## src/rtl/hazard_pkg.sv

```systemverilog
// -----------------------------------------------------------------------------
// hazard_pkg
// Shared types and helpers for the pipeline hazard controller.
//   fwd_sel_e     : E-stage operand forwarding select encoding
//   mdu_state_e   : MDU occupancy tracker states
//   mdu_cnt_width : width of the MDU occupancy down-counter for a given latency
// -----------------------------------------------------------------------------
package hazard_pkg;

  typedef enum logic [1:0] {
    FWD_NONE = 2'b00,
    FWD_M    = 2'b01,
    FWD_W    = 2'b10
  } fwd_sel_e;

  typedef enum logic {
    IDLE = 1'b0,
    BUSY = 1'b1
  } mdu_state_e;

  // The counter never needs less than one bit, even for the shortest legal
  // latency.
  function automatic int mdu_cnt_width(input int lat);
    return (lat <= 2) ? 1 : $clog2(lat);
  endfunction

endpackage

```

## src/rtl/hazard_mdu_tracker.sv

```systemverilog
// -----------------------------------------------------------------------------
// hazard_mdu_tracker
// Tracks how long a multi-cycle MDU op has occupied the E stage and requests
// upstream stalls until the op is allowed to advance.
//
// Parameters:
//   MDU_LAT      : total cycles an MDU op occupies E (>= 2)
// Ports:
//   clk, rst_n   : clock, asynchronous active-low reset
//   i_mdu_op     : E-stage instruction is a multi-cycle MDU op
//   i_mem_wait   : pipeline frozen by a data-memory wait this cycle
//   o_mdu_stall  : hold F/D/E, bubble into M
//   o_mdu_busy   : tracker is in BUSY (registered)
// -----------------------------------------------------------------------------
module hazard_mdu_tracker
  import hazard_pkg::*;
#(
  parameter int MDU_LAT = 4
) (
  input  logic clk,
  input  logic rst_n,
  input  logic i_mdu_op,
  input  logic i_mem_wait,
  output logic o_mdu_stall,
  output logic o_mdu_busy
);

  if (MDU_LAT < 2) begin : g_bad_lat
    $error("hazard_mdu_tracker: MDU_LAT must be >= 2");
  end

  localparam int                CNT_W     = mdu_cnt_width(MDU_LAT);
  // The start cycle itself is one cycle of occupancy and the release cycle
  // (cnt==0) is another, so the counter covers the remaining MDU_LAT-2.
  localparam logic [CNT_W-1:0] CNT_START = CNT_W'(MDU_LAT - 2);

  mdu_state_e       r_state;
  logic [CNT_W-1:0] r_cnt;
  logic             w_start;

  // A start is only taken from IDLE, so an op sitting in E during its own
  // release cycle cannot retrigger the tracker.
  assign w_start = (r_state == IDLE) & i_mdu_op & ~i_mem_wait;

  // NOTE: sequential state uses non-blocking assignments only, and only the
  // control registers are reset; this avoids ordering races between always_ff
  // blocks and makes reset behaviour explicit.
  always_ff @(posedge clk or negedge rst_n) begin
    if (!rst_n) begin
      r_state <= IDLE;
      r_cnt   <= '0;
    end else begin
      case (r_state)
        IDLE: begin
          if (w_start) begin
            r_state <= BUSY;
            r_cnt   <= CNT_START;
          end
        end
        BUSY: begin
          // The MDU keeps computing while memory stalls the pipe; only the
          // hand-off out of E has to wait for the freeze to lift.
          if (r_cnt != '0) begin
            r_cnt <= r_cnt - 1'b1;
          end else if (!i_mem_wait) begin
            r_state <= IDLE;
          end
        end
      endcase
    end
  end

  assign o_mdu_stall = w_start | ((r_state == BUSY) & (r_cnt != '0));
  assign o_mdu_busy  = (r_state == BUSY);

endmodule

```

## src/rtl/hazard_ctrl_unit.sv

```systemverilog
// -----------------------------------------------------------------------------
// hazard_ctrl_unit
// Pipeline hazard controller for the five-stage core: E-stage forwarding
// selects, load-use stalls, redirect flushes, data-memory wait stalls and
// multi-cycle MDU occupancy stalls.
//
// Optional build macro: HAZARD_PERF_CNT_EN enables saturating 32-bit stall and
// flush performance counters; without it both counter ports read 0.
//
// Parameters: REG_ADDR_W (GPR address width), NUM_SRC (operands per instr),
//             MDU_LAT (MDU occupancy cycles, >= 2)
// Ports:
//   clk, rst_n                 : clock, asynchronous active-low reset
//   D_rs_addr, E_rs_addr       : packed source addresses, operand i at
//                                [i*REG_ADDR_W +: REG_ADDR_W]
//   E_rd_addr/E_gpr_wen        : E destination and write enable
//   E_is_load, E_mdu_op        : E instruction class
//   E_redirect                 : taken branch/jump resolved in E
//   M_/W_rd_addr, M_/W_gpr_wen : M and W destinations and write enables
//   M_dmem_req, M_dmem_ready   : M data-memory handshake
//   E_fwd_sel                  : per operand 2-bit select (fwd_sel_e)
//   F/D/E/M_stall              : hold pipeline registers
//   D/E/M/W_flush              : insert bubbles
//   mdu_busy                   : MDU tracker in BUSY
//   perf_stall_cnt/flush_cnt   : performance counters
// -----------------------------------------------------------------------------
module hazard_ctrl_unit
  import hazard_pkg::*;
#(
  parameter int REG_ADDR_W = 5,
  parameter int NUM_SRC    = 2,
  parameter int MDU_LAT    = 4
) (
  input  logic                          clk,
  input  logic                          rst_n,
  input  logic [NUM_SRC*REG_ADDR_W-1:0] D_rs_addr,
  input  logic [NUM_SRC*REG_ADDR_W-1:0] E_rs_addr,
  input  logic [REG_ADDR_W-1:0]         E_rd_addr,
  input  logic                          E_gpr_wen,
  input  logic                          E_is_load,
  input  logic                          E_mdu_op,
  input  logic                          E_redirect,
  input  logic [REG_ADDR_W-1:0]         M_rd_addr,
  input  logic [REG_ADDR_W-1:0]         W_rd_addr,
  input  logic                          M_gpr_wen,
  input  logic                          W_gpr_wen,
  input  logic                          M_dmem_req,
  input  logic                          M_dmem_ready,
  output logic [2*NUM_SRC-1:0]          E_fwd_sel,
  output logic                          F_stall,
  output logic                          D_stall,
  output logic                          E_stall,
  output logic                          M_stall,
  output logic                          D_flush,
  output logic                          E_flush,
  output logic                          M_flush,
  output logic                          W_flush,
  output logic                          mdu_busy,
  output logic [31:0]                   perf_stall_cnt,
  output logic [31:0]                   perf_flush_cnt
);

  logic               w_mem_wait;
  logic               w_mdu_stall;
  logic               w_load_use;
  logic               w_hold_e;
  logic [NUM_SRC-1:0] w_d_match;

  // ---------------------------------------------------------------------------
  // Forwarding and D-operand dependency detection
  // ---------------------------------------------------------------------------
  for (genvar gi = 0; gi < NUM_SRC; gi++) begin : g_src
    logic [REG_ADDR_W-1:0] w_e_src;
    logic [REG_ADDR_W-1:0] w_d_src;

    assign w_e_src = E_rs_addr[gi*REG_ADDR_W +: REG_ADDR_W];
    assign w_d_src = D_rs_addr[gi*REG_ADDR_W +: REG_ADDR_W];

    // r0 is hard-wired zero and is never forwarded; M is younger than W and
    // therefore wins when both write the same register.
    assign E_fwd_sel[2*gi +: 2] =
        ((w_e_src != '0) && M_gpr_wen && (w_e_src == M_rd_addr)) ? FWD_M :
        ((w_e_src != '0) && W_gpr_wen && (w_e_src == W_rd_addr)) ? FWD_W :
                                                                   FWD_NONE;

    assign w_d_match[gi] = (w_d_src == E_rd_addr);
  end

  assign w_mem_wait = M_dmem_req & ~M_dmem_ready;
  assign w_load_use = E_is_load & E_gpr_wen & (E_rd_addr != '0) & (|w_d_match);

  hazard_mdu_tracker #(
    .MDU_LAT     (MDU_LAT)
  ) u_mdu_tracker (
    .clk         (clk),
    .rst_n       (rst_n),
    .i_mdu_op    (E_mdu_op),
    .i_mem_wait  (w_mem_wait),
    .o_mdu_stall (w_mdu_stall),
    .o_mdu_busy  (mdu_busy)
  );

  // ---------------------------------------------------------------------------
  // Stall / flush arbitration
  // ---------------------------------------------------------------------------
  assign w_hold_e = w_mem_wait | w_mdu_stall;

  // NOTE: every always_comb output gets a default first so no path leaves a
  // signal unassigned, which would otherwise infer a latch.
  always_comb begin
    F_stall = 1'b0;
    D_stall = 1'b0;
    E_stall = 1'b0;
    M_stall = 1'b0;
    D_flush = 1'b0;
    E_flush = 1'b0;
    M_flush = 1'b0;
    W_flush = 1'b0;

    // A redirect kills the dependent D instruction anyway, so a load-use
    // stall on it would be wasted.
    F_stall = w_hold_e | (w_load_use & ~E_redirect);
    D_stall = F_stall;
    E_stall = w_hold_e;
    M_stall = w_mem_wait;
    W_flush = w_mem_wait;

    // A memory freeze suppresses every upstream flush; the redirect is still
    // sitting in E and simply reasserts once the freeze lifts. E is never
    // bubbled while it is being held.
    D_flush = E_redirect & ~w_mem_wait;
    E_flush = (E_redirect | w_load_use) & ~w_hold_e;
    M_flush = w_mdu_stall & ~w_mem_wait;
  end

  // ---------------------------------------------------------------------------
  // Performance counters
  // ---------------------------------------------------------------------------
`ifdef HAZARD_PERF_CNT_EN
  logic [31:0] r_perf_stall;
  logic [31:0] r_perf_flush;

  always_ff @(posedge clk or negedge rst_n) begin
    if (!rst_n) begin
      r_perf_stall <= '0;
      r_perf_flush <= '0;
    end else begin
      if (F_stall && (r_perf_stall != '1)) r_perf_stall <= r_perf_stall + 32'd1;
      if ((D_flush || E_flush) && (r_perf_flush != '1)) r_perf_flush <= r_perf_flush + 32'd1;
    end
  end

  assign perf_stall_cnt = r_perf_stall;
  assign perf_flush_cnt = r_perf_flush;
`else
  assign perf_stall_cnt = '0;
  assign perf_flush_cnt = '0;
`endif

endmodule
```

## config.mk

```make
export PLATFORM = sky130hd
export DESIGN_NAME = hazard_ctrl_unit
export DESIGN_NICKNAME = d
export VERILOG_FILES = /design/src/rtl/hazard_pkg.sv /design/src/rtl/hazard_mdu_tracker.sv /design/src/rtl/hazard_ctrl_unit.sv
export SDC_FILE = /design/constraint.sdc
export NUM_CORES = 1
export LEC_CHECK = 0
export CORE_ASPECT_RATIO = 1.4
export CORE_MARGIN = 1.5
export CORE_UTILIZATION = 29
export CTS_BUF_LIST = sky130_fd_sc_hd__clkbuf_8
export DETAILED_ROUTE_END_ITERATION = 8
export PLACE_DENSITY = 0.8
export SYNTH_ARGS = -nofsm -noshare
export SYNTH_HDL_FRONTEND = slang
export SYNTH_HIERARCHICAL = 1
export SYNTH_SLANG_ARGS = --single-unit
```

## constraint.sdc

```tcl
create_clock -name clk -period 1.89 [get_ports clk]
set_clock_uncertainty 0.15 [all_clocks]
set_input_delay 0.378 -clock clk [delete_from_list [all_inputs] [get_ports clk]]
set_output_delay 0.378 -clock clk [all_outputs]
set_load 0.005 [all_outputs]
```

== Word-level counts from Yosys, hierarchy flattened ==
Cells that the tools add are included.
Widths: inputs -> output; s select.
Storage, ports and cells
  flip-flop bits (word level): 3
  word-level logic and storage cells: 56
  input bits: 45
  output and inout bits: 77
Cells by class
  add/sub/neg operators: 1
  bitwise logic cells: 20
  reductions and logical operators: 14
  multiplexer cells: 11
  eq/ne operators: 8
Operators by type and width (count)
  $eq 5x5->1: 6
  $reduce_bool 5->1: 3
  $mux 2: 6
  $and 1x1->1: 11
  $logic_and 1x1->1: 8
  $not 1->1: 5
  $or 1x1->1: 4
  $pmux 2 s2: 1
  $mux 1: 3
  $ne 2x1->1 const B: 1
  $ne 2x2->1 const B: 1
  $pmux 1 s2: 1
  $reduce_and 2->1: 1
  $reduce_bool 2->1: 1
  $reduce_or 2->1: 1
  $sub 2x1->2 const B: 1

== Depth between registers and ports, before layout ==
  word-level depth: 8
  mapped depth: 7
  depth with buffers taken out: 7

== Modules after synthesis ==
The synthesis kept the hierarchy.
Modules (own cells, without submodules)
  hazard_ctrl_unit: instances 1, cells each 128, area an instance 984.7 µm², seq. area each 0.0 µm²
  hazard_mdu_tracker: instances 1, cells each 17, area an instance 158.9 µm², seq. area each 75.1 µm²

== Least setup slack after synthesis ==
OpenSTA, ideal clock, no wires.
  path type: in2out
  start: input M_dmem_ready
  end: output E_flush
  data required time: 1.362 ns
  stages: 7
  buffers on the path: 0
  arrival: 1.428 ns
  slack: -0.066 ns
  path through: nand2b_1 -> inv_1 -> nor2b_1 -> o21a_2 -> nor2_1 -> o2111ai_1 -> o21ai_0
Between the ends
  cells in the longest elaborated chain, start to end: 8
Ends and longest elaborated chain
  start: declaration: RTL line hazard_ctrl_unit.sv:48  | input logic M_dmem_ready,
  $not 1->1: RTL line hazard_ctrl_unit.sv:89  | assign w_mem_wait = M_dmem_req & ~M_dmem_ready;
  $and 1x1->1: RTL line hazard_ctrl_unit.sv:89
  via M_stall: RTL line hazard_ctrl_unit.sv:53  | output logic M_stall,
  $not 1->1: RTL line hazard_mdu_tracker.sv:43  | assign w_start = (r_state == IDLE) & i_mdu_op & ~i_mem_wait;
  $and 1x1->1: RTL line hazard_mdu_tracker.sv:43
  $or 1x1->1: RTL line hazard_mdu_tracker.sv:73  | assign o_mdu_stall = w_start | ((r_state == BUSY) & (r_cnt != '0));
  via w_mdu_stall: RTL line hazard_ctrl_unit.sv:64  | logic w_mdu_stall;
  $or 1x1->1: RTL line hazard_ctrl_unit.sv:106  | assign w_hold_e = w_mem_wait | w_mdu_stall;
  $not 1->1: RTL line hazard_ctrl_unit.sv:132  | E_flush = (E_redirect | w_load_use) & ~w_hold_e;
  $and 1x1->1: RTL line hazard_ctrl_unit.sv:132
  end: declaration: RTL line hazard_ctrl_unit.sv:55  | output logic E_flush,
The timed path passes the listed nets, and every way through them passes these cells.

== Worst setup path after layout ==
  start: input E_rs_addr[2]
  end: output E_fwd_sel[1]
Between the ends
  cells in the longest elaborated chain, start to end: 5
  elaborated cells on any way between the ends: 9
  those cells by class: eq/ne: 2; mux: 2; reduce/logical: 5
Ends and longest elaborated chain
  start: declaration: RTL line hazard_ctrl_unit.sv:37  | input logic [NUM_SRC*REG_ADDR_W-1:0] E_rs_addr,
  $reduce_bool 5->1: RTL line hazard_ctrl_unit.sv:82, hazard_ctrl_unit.sv:83
  $logic_and 1x1->1 (2 in series): RTL line hazard_ctrl_unit.sv:83  | ((w_e_src != '0) && W_gpr_wen && (w_e_src == W_rd_addr)) ? FWD_W :
  $mux 2: RTL line hazard_ctrl_unit.sv:83
  $mux 2 *: RTL line hazard_ctrl_unit.sv:82  | ((w_e_src != '0) && M_gpr_wen && (w_e_src == M_rd_addr)) ? FWD_M :
  end: declaration: RTL line hazard_ctrl_unit.sv:49  | output logic [2*NUM_SRC-1:0] E_fwd_sel,
Mark *: on every way between the ends. The rest lies on a longest branch, timed or not.

==> run_results.csv <==
group,metric,value,unit
status,status,"finished, violations left",
status,violations,"setup timing",
layout,antennaDiodeCount,0,
placed_design,dp.final_hpwl,2530,um
synthesis,synthTopCellsByArea,"buf_4 43%, xnor2_1 12%, xor2_1 11%, dfrtp_1 6.6%, nor4_2 4.4%",
placed_design,portBuffers,57,
synthesis,synth_top_cell_by_area,"buf_4",
sta,setup_viol,9,
detailed_routing,routed-wl-met3,354,um
power,p_leak,1.00,nW
synthesis,syn_area,0.00114,mm^2
layout,fin_nets,290,
placed_design,post-place-ws,-0.975,ns
sta,period_needed,2.24,ns
clock_tree,clkTransAtPathRegs,0.03,ns
layout,fillerInstances,338,
clock_tree,h-tree-depth,1,
detailed_routing,drcViolationCount,0,
critical_path,slowest_delay,0.54,ns
power,power.density,626,mW/mm^2
floorplan,ioPinCount,122,
grt,grt_usage,14.5,%
placed_design,gp_congestion,0.861,
detailed_routing,highest_layer,"met4",
critical_path,startpoint_type,"input pin",
detailed_routing,ant_nets,0,
synthesis,synth_edf_count,0,
detailed_routing,vias_per_cell,4.07,
floorplan,placementRows,26,
synthesis,synth.avg_cell_area,7.89,um^2
sta,slew_viol_final,0,
synthesis,synth-seq-cells,3,
clock_tree,clockBufferDepth,2,
layout,fin_util,54.1,%
sta,max_freq,446,MHz
synthesis,yosysMostFrequentCell,"buf_4",
detailed_routing,drt-met1-wl,926,um
critical_path,critPathMostFrequentCell,"nor4_4",
detailed_routing,drt_iter0_drc,14,
detailed_routing,wl,3510,um
synthesis,synth_common_cells,"66 x buf_4, 16 x xnor2_1, 14 x xor2_1",
grt,grt_pass1_wl,4890,um
grt,overflow,0,
placed_design,dp.cells,266,
floorplan,die_area,0.00433,mm^2
layout,area_delta_synth_final,75.4,%
sta,hold_violations,0,
synthesis,yosys_warnings,6,
grt,grt_pass1_vias,1187,
sta,worst_slack,-0.354,ns
grt,antenna_found_initial,0,
synthesis,synth_ff_type,"dfrtp_1",
critical_path,path_class,"in -> out",
clock_tree,cts_sinks,3,
critical_path,required,1.36,ns
floorplan,core_area,0.00371,mm^2
floorplan,die_h,77.3,um
sta,finalCritPeriodShare,119,%
synthesis,synthArstFlopShare,100,%
clock_tree,clk_latency,0.21,ns
clock_tree,cts_tree,"done",
clock_tree,postCtsHoldBufs,0,
sta,fin_hold_ws,0.211,ns
grt,grt_max_degree,5,
detailed_routing,wl_met2,2080,um
sta,rsz0062_at_grt,"yes",
job,max-cap-violations,0,
detailed_routing,first_pass_iters,4,
floorplan,die-width,56.1,um
clock_tree,cts_buffers,3,
clock_tree,cts-root-buf,"clkbuf_8",
critical_path,crit_buf_inv,3,
synthesis,ys_types,27,
detailed_routing,vias,1160,
critical_path,end_kind,"primary output",
layout,fin_cells,285,
synthesis,synth_cells,145,
critical_path,worstPathArrival,1.72,ns
synthesis,ys_seq_area_share,6.56,%
power,total_power,1.26,mW
floorplan,initial_core_util,30.8,%
detailed_routing,routedWlPerCell,12.3,um
critical_path,critPathMaxFanout,2,
synthesis,netlist.area_leader.share,43.3,%
critical_path,worst_path_max_delay_cell,"or4_4",
power,ir_worst_vdd,0.000695,V
worst_hold_path,min_path_type,"in -> async",
critical_path,path_cells,"buf_6 -> or4_4 -> nor2_4 -> nor4_4 -> buf_4 -> nor4_4 -> buf_2",
critical_path,cp_top_family,"simple AND/OR/NAND/NOR gates",
layout,drive_gt1_share,41.6,%
==> sequential cells by signal, indices dropped and copies added, names as in the netlist <==
name	count
u_mdu_tracker/o_mdu_busy	1
u_mdu_tracker/r_cnt	2
==> cells in the final DEF (no fill, tap or decap), types with 4 or more instances in the layout <==
cell type and count:
buf_4 33, buf_2 9, xnor2_2 6, xnor2_1 10
clkdlybuf4s15_1 4, clkdlybuf4s50_1 10, dlygate4sd2_1 19, conb_1 64
nand4_1 4, xor2_1 12, buf_6 18
==> stage by stage <==
step	instance area (um^2)	setup TNS [ns]
5_1_grt	2010	-2.04
3_5_place_dp	1700	-8.67
4_1_cts	1930	-1.57
2_1_floorplan	1380	0
6_report	2010	-1.56
3_3_place_gp	1700	-8.38
==> cells by family after synthesis <==
group                    share of synthesized area (%)
XOR/XNOR                                          23.0
buffers and inverters                             45.0
AO/OA/AOI/OAI                                     6.78
AND/OR/NAND/NOR                                   17.3
other                                            0.328
adder cells (fa/ha/maj)                           1.09
flip-flops                                        6.56
==> routing by layer <==
| layer | vias up | global-route usage, % |
|---|---|---|
| met4 | 0 | 9.52 |
| met2 | 93 | 29.2 |
| met1 | 516 | 11.3 |
| met5 | - | 0 |
| li1 | 538 | - |
| met3 | 13 | 4.22 |
==> where the power goes <==
group	internal (mW)	switching, mW
Sequential	0.0978	0.0329
Combinational	0.551	0.394
Clock	0.138	0.0426
Total	0.787	0.469
==> final cells by class <==
type / count / area [um^2] / area share [%]
tap: 42 / 52.6 / 2.62
clock inverter: 1 / 3.75 / 0.187
clock buffer: 3 / 41.3 / 2.06
timing repair buffer: 97 / 845 / 42.1
multi-input combinational: 134 / 967 / 48.2
inverter: 5 / 21.3 / 1.06
sequential: 3 / 75.1 / 3.74
==> final timing paths <==
path                                     endpoint                   start  slack, ns  cells after the start
hold reg to reg            u_mdu_tracker/r_cnt[0]  u_mdu_tracker/r_cnt[0]       0.45                      2
min in group clk           u_mdu_tracker/r_cnt[0]  u_mdu_tracker/r_cnt[0]       0.45                      2
hold / removal             u_mdu_tracker/r_cnt[0]                   rst_n       0.21                      1
setup / recovery                     E_fwd_sel[1]            E_rs_addr[2]      -0.35                      7
setup reg to reg           u_mdu_tracker/r_cnt[0]  u_mdu_tracker/r_cnt[0]       0.47                      7
max in group asynchronous  u_mdu_tracker/r_cnt[1]                   rst_n       1.22                      1
==> timing repair <==
item	in CTS	in global routing
setup buffers	12	7
pin swaps	29	14
resized for setup	164	13
hold endpoints to repair	0	0
endpoints found under the setup margin	12	9
(Power assumes the default switching activity.)
